--- src/rtl/seq_gen_pkg.sv ---
// Shared constants and table-lookup helper for the 3-bit sequence generator.
package seq_gen_pkg;

   localparam int SEQ_W   = 3;
   localparam int MAX_LEN = 8;

   localparam logic [MAX_LEN*SEQ_W-1:0] GRAY_TABLE =
      {3'b100, 3'b101, 3'b111, 3'b110, 3'b010, 3'b011, 3'b001, 3'b000};

   // Entry i lives at bits [3i+2:3i].
   function automatic logic [SEQ_W-1:0] seq_entry(
      input logic [MAX_LEN*SEQ_W-1:0] tbl,
      input logic [2:0]               idx
   );
      seq_entry = tbl[int'(idx)*SEQ_W +: SEQ_W];
   endfunction

endpackage

--- src/rtl/seq_index_counter.sv ---
// Modulo-SEQ_LEN wrapping index counter; out-of-range states fall back to 0.
module seq_index_counter #(
   parameter int SEQ_LEN = 8,
   parameter int IDX_W   = 3
) (
   input  logic             clk,
   input  logic             rst,
   output logic [IDX_W-1:0] o_next_idx
);

   localparam logic [IDX_W-1:0] LAST = IDX_W'(SEQ_LEN - 1);

   logic [IDX_W-1:0] r_idx;
   logic [IDX_W-1:0] w_next;

   // ">=" rather than "==" so unreachable codes recover to 0 in one clock.
   always_comb begin
      w_next = '0;
      if (r_idx < LAST)
         w_next = r_idx + 1'b1;
   end

   always_ff @(posedge clk or posedge rst) begin
      if (rst)
         r_idx <= '0;
      else
         r_idx <= w_next;
   end

   assign o_next_idx = w_next;

endmodule

--- src/rtl/test.sv ---
// Free-running sequence generator: walks SEQ_TABLE one entry per clock, wrapping
// after SEQ_LEN entries. out is registered alongside the index.
module test
   import seq_gen_pkg::*;
#(
   parameter int                          SEQ_LEN   = 8,
   parameter logic [MAX_LEN*SEQ_W-1:0]    SEQ_TABLE = GRAY_TABLE
) (
   input  logic             clk,
   input  logic             rst,
   output logic [SEQ_W-1:0] out
);

   localparam int IDX_W = (SEQ_LEN > 2) ? $clog2(SEQ_LEN) : 1;

   generate
      if (SEQ_LEN < 2 || SEQ_LEN > MAX_LEN) begin : g_bad_len
         $error("test: SEQ_LEN must be in 2..8");
      end
   endgenerate

   logic [IDX_W-1:0] w_next_idx;

   seq_index_counter #(
      .SEQ_LEN (SEQ_LEN),
      .IDX_W   (IDX_W)
   ) u_cnt (
      .clk        (clk),
      .rst        (rst),
      .o_next_idx (w_next_idx)
   );

   // Loading from the next index keeps out == SEQ_TABLE[idx] with no extra latency.
   always_ff @(posedge clk or posedge rst) begin
      if (rst)
         out <= seq_entry(SEQ_TABLE, 3'd0);
      else
         out <= seq_entry(SEQ_TABLE, 3'(w_next_idx));
   end

endmodule

--- config.mk ---
export PLATFORM = sky130hd
export DESIGN_NAME = test
export DESIGN_NICKNAME = d
export VERILOG_FILES = /design/src/rtl/seq_gen_pkg.sv /design/src/rtl/seq_index_counter.sv /design/src/rtl/test.sv
export SDC_FILE = /design/constraint.sdc
export NUM_CORES = 1
export LEC_CHECK = 0
export CORE_AREA = 5 5 42 44
export DETAILED_ROUTE_END_ITERATION = 10
export DIE_AREA = 0 0 47 49
export PLACE_DENSITY = 0.44
export SLEW_MARGIN = 20
export SYNTH_ARGS = -nofsm -noshare
export SYNTH_HDL_FRONTEND = slang
export SYNTH_SLANG_ARGS = --single-unit
--- constraint.sdc ---
create_clock -name clk -period 1.6 [get_ports clk]
set_input_delay 0.24 -clock clk [delete_from_list [all_inputs] [get_ports clk]]
set_output_delay 0.24 -clock clk [all_outputs]
set_load 0.05 [all_outputs]
==> metrics.txt <==
kind of start point of the critical path=register; antenna violations before repair=0; vertical extent of the die=49 µm; CP Cell Sequence=ha_1 > a21boi_0 > mux2_2; number of pins exceeding their max-slew limit in the final report=0; Antenna Nets Post-Route=0; Post-Synthesis Cell Area=220 µm²; level count of the clock H-tree=1; Total Routed Length=371 µm; commonest non-fill, non-tap cell in the layout=sky130_fd_sc_hd__dfrtp_1; global-route congestion overflow total=0; number of ports placed on the die boundary=5; sequential share of the synthesized area=0.568; wire length of the first global-routing pass=641 µm; global router's overall resource usage=0.0432; relative contribution of the clock network to total power=0.518; net switching power=0.0503 mW; endpoint arrival time on the critical path=1.40 ns; Crit path max-delay family=flip-flops; maximum number of pins on one net before global-route repair=7; post-detailed-route via-to-cell ratio=3.45; clock latency reported for the late side of the worst-skew pair=0.24 ns; number of distinct standard cells referenced by the synthesized netlist=10; highest-count cells in the layout ignoring fill and taps=5 x sky130_fd_sc_hd__dfrtp_1, 3 x sky130_fd_sc_hd__inv_1, 3 x sky130_fd_sc_hd__clkbuf_4, 3 x sky130_fd_sc_hd__buf_4, 2 x sky130_fd_sc_hd__mux2i_1; synthesized flop and latch total=5; number of hold violations in the final report=0; minimum period implied by the final worst setup slack=1.28 ns; area enclosed by the die boundary=0.00230 mm²; initial drt markers=1; # hold bufs at CTS=0; core footprint=0.00140 mm²; WL/cell=9.28 µm; worst-case headroom to the max-slew limit=0.866; worst-case clock skew=0.00295 ns; area delta synth->final=32.4%; Sum Neg Setup Slack=0 ns; Setup-failing EPs final=0; clk root buf=sky130_fd_sc_hd__clkbuf_4; Slew @ Worst Pin=0.201 ns; number of rows in the core area=14; Post-Route Utilization=0.208; number of gates resized after cts=0; sequential share of power=0.464; final critical-path share of the clock period=0.803; HPWL Detailed=264 µm; Inserted Diodes=0; Tightest Hold Check Type=input pin to async pin; slowest stage cell on the critical path=sky130_fd_sc_hd__dfrtp_1; Post-Route Hold Slack=0.213 ns; TritonCTS sink count=5; Max-cap violations=0; Die X=47 µm; count of synthesis-stage warnings from yosys=0; static power due to leakage=0.143 nW; type of the worst setup path=register to register; highest achievable clock rate=779 MHz; # DRC=0; number of fill cells=164; synthesized area divided by synthesized cell count=13.0 µm²; number of instances in the synthesized netlist=17; unrepaired setup endpoints after global routing=no; critical path buffer and inverter count=0; vias in the first global route=167; number of buffers added by the clock tree synthesis step=3; Max clock buf depth=2; Data required, critical path=1.72 ns; result of the run=finished, final reports clean; clock-pin slew reported for the worst setup and hold paths after clock tree synthesis=0.04 ns; Max FO, Critical Path=5; Mapped Nets=20; CP peak stage delay=0.42 ns; Net Sw Frac=0.184; first-pass iteration count of the detailed router=2; IO buf count=4; Total Power=0.274 mW; global placer's final weighted congestion=0.694; layout cell share with drive strength beyond 1=0.292; internal power summed over all cells=0.223 mW; pwr/cell area=938 mW/mm²; Initial Util=0.157; via total after detailed routing=138; IR drop worst, VDD=0.386 mV; TritonCTS clock tree=built; combinational power share=0.018; buffer count from post-CTS setup fixing=0; Post-layout nets=28; crit end category=register
through the flow:
step / std cells / cell area (µm²) / worst slack, ns
6_report: 40 / 292 / 0.316
5_1_grt: 40 / 292 / 0.249
4_1_cts: 40 / 292 / 0.306
3_5_place_dp: 36 / 265 / 0.312
3_3_place_gp: 36 / 265 / 0.346
2_1_floorplan: 17 / 220 / 0.373
synth_stat cells:
master | count | area [µm²]
sky130_fd_sc_hd__xnor2_1 | 1 | 8.76
sky130_fd_sc_hd__buf_4 | 1 | 7.51
sky130_fd_sc_hd__a21boi_0 | 1 | 7.51
sky130_fd_sc_hd__mux2_2 | 1 | 11.3
sky130_fd_sc_hd__dfrtp_1 | 5 | 125
sky130_fd_sc_hd__ha_1 | 1 | 12.5
sky130_fd_sc_hd__a21bo_1 | 1 | 10.0
sky130_fd_sc_hd__mux2i_1 | 2 | 20.0
sky130_fd_sc_hd__a31oi_1 | 1 | 6.26
sky130_fd_sc_hd__inv_1 | 3 | 11.3
cell families (layout without fill, tap and decap cells):
family / after synthesis / count (layout) / synth area share
adders and majority gates: 1 / 1 / 0.0568
muxes: 3 / 3 / 0.142
DFF: 5 / 5 / 0.568
AOI/OAI and AO/OA: 3 / 3 / 0.108
buffers and inverters: 4 / 11 / 0.0852
xor gates and xnor gates: 1 / 1 / 0.0398
power groups by stage:
stage	registers (mW)	clock network, mW	logic, mW
detailed placement	0.129	0	0.00517
global route	0.127	0.162	0.00606
global placement	0.129	0	0.00479
floorplan	0.129	0	0.00205
finish	0.127	0.142	0.00500
CTS	0.127	0.151	0.00534
area by class of cell:
cell class,instances,area (µm²),area share
sequential,5,125,0.429
multi-input combinational,8,76.3,0.262
timing repair buffer,4,32.5,0.112
clock buffer,4,26.3,0.0901
tap,16,20.0,0.0687
inverter,3,11.3,0.0386
worst paths after layout:
| path | startpoint | endpoint | slack, ns | cells after the start |
|---|---|---|---|---|
| max | u_cnt.r_idx[0]$_DFF_PP0_ | out[0]$_DFF_PP0_ | 0.32 | 3 |
| min | rst | out[1]$_DFF_PP0_ | 0.21 | 2 |
| max reg2reg | u_cnt.r_idx[0]$_DFF_PP0_ | out[0]$_DFF_PP0_ | 0.32 | 3 |
| min reg2reg | u_cnt.r_idx[0]$_DFF_PP0_ | u_cnt.r_idx[0]$_DFF_PP0_ | 0.51 | 1 |
| max in group asynchronous | rst | out[0]$_DFF_PP0_ | 1.21 | 2 |
| min in group clk | u_cnt.r_idx[0]$_DFF_PP0_ | u_cnt.r_idx[0]$_DFF_PP0_ | 0.51 | 1 |
state kept, by name, indices dropped and copies added (netlist names):
register / cells
out: 3
u_cnt.r_idx: 2
worst reg2reg max path: stages, from the launching register on:
cell and delay [ns]:
sky130_fd_sc_hd__dfrtp_1 0.42, sky130_fd_sc_hd__ha_1 0.35, sky130_fd_sc_hd__a21boi_0 0.13, sky130_fd_sc_hd__mux2_2 0.27
layer usage:
layer | global-route usage | wire length, µm
met1 | 0.0425 | 166
met2 | 0.0543 | 156
met3 | 0.0554 | 48
met4 | 0.0138 | 0
met5 | 0 | 0
(Power assumes the default switching activity.)
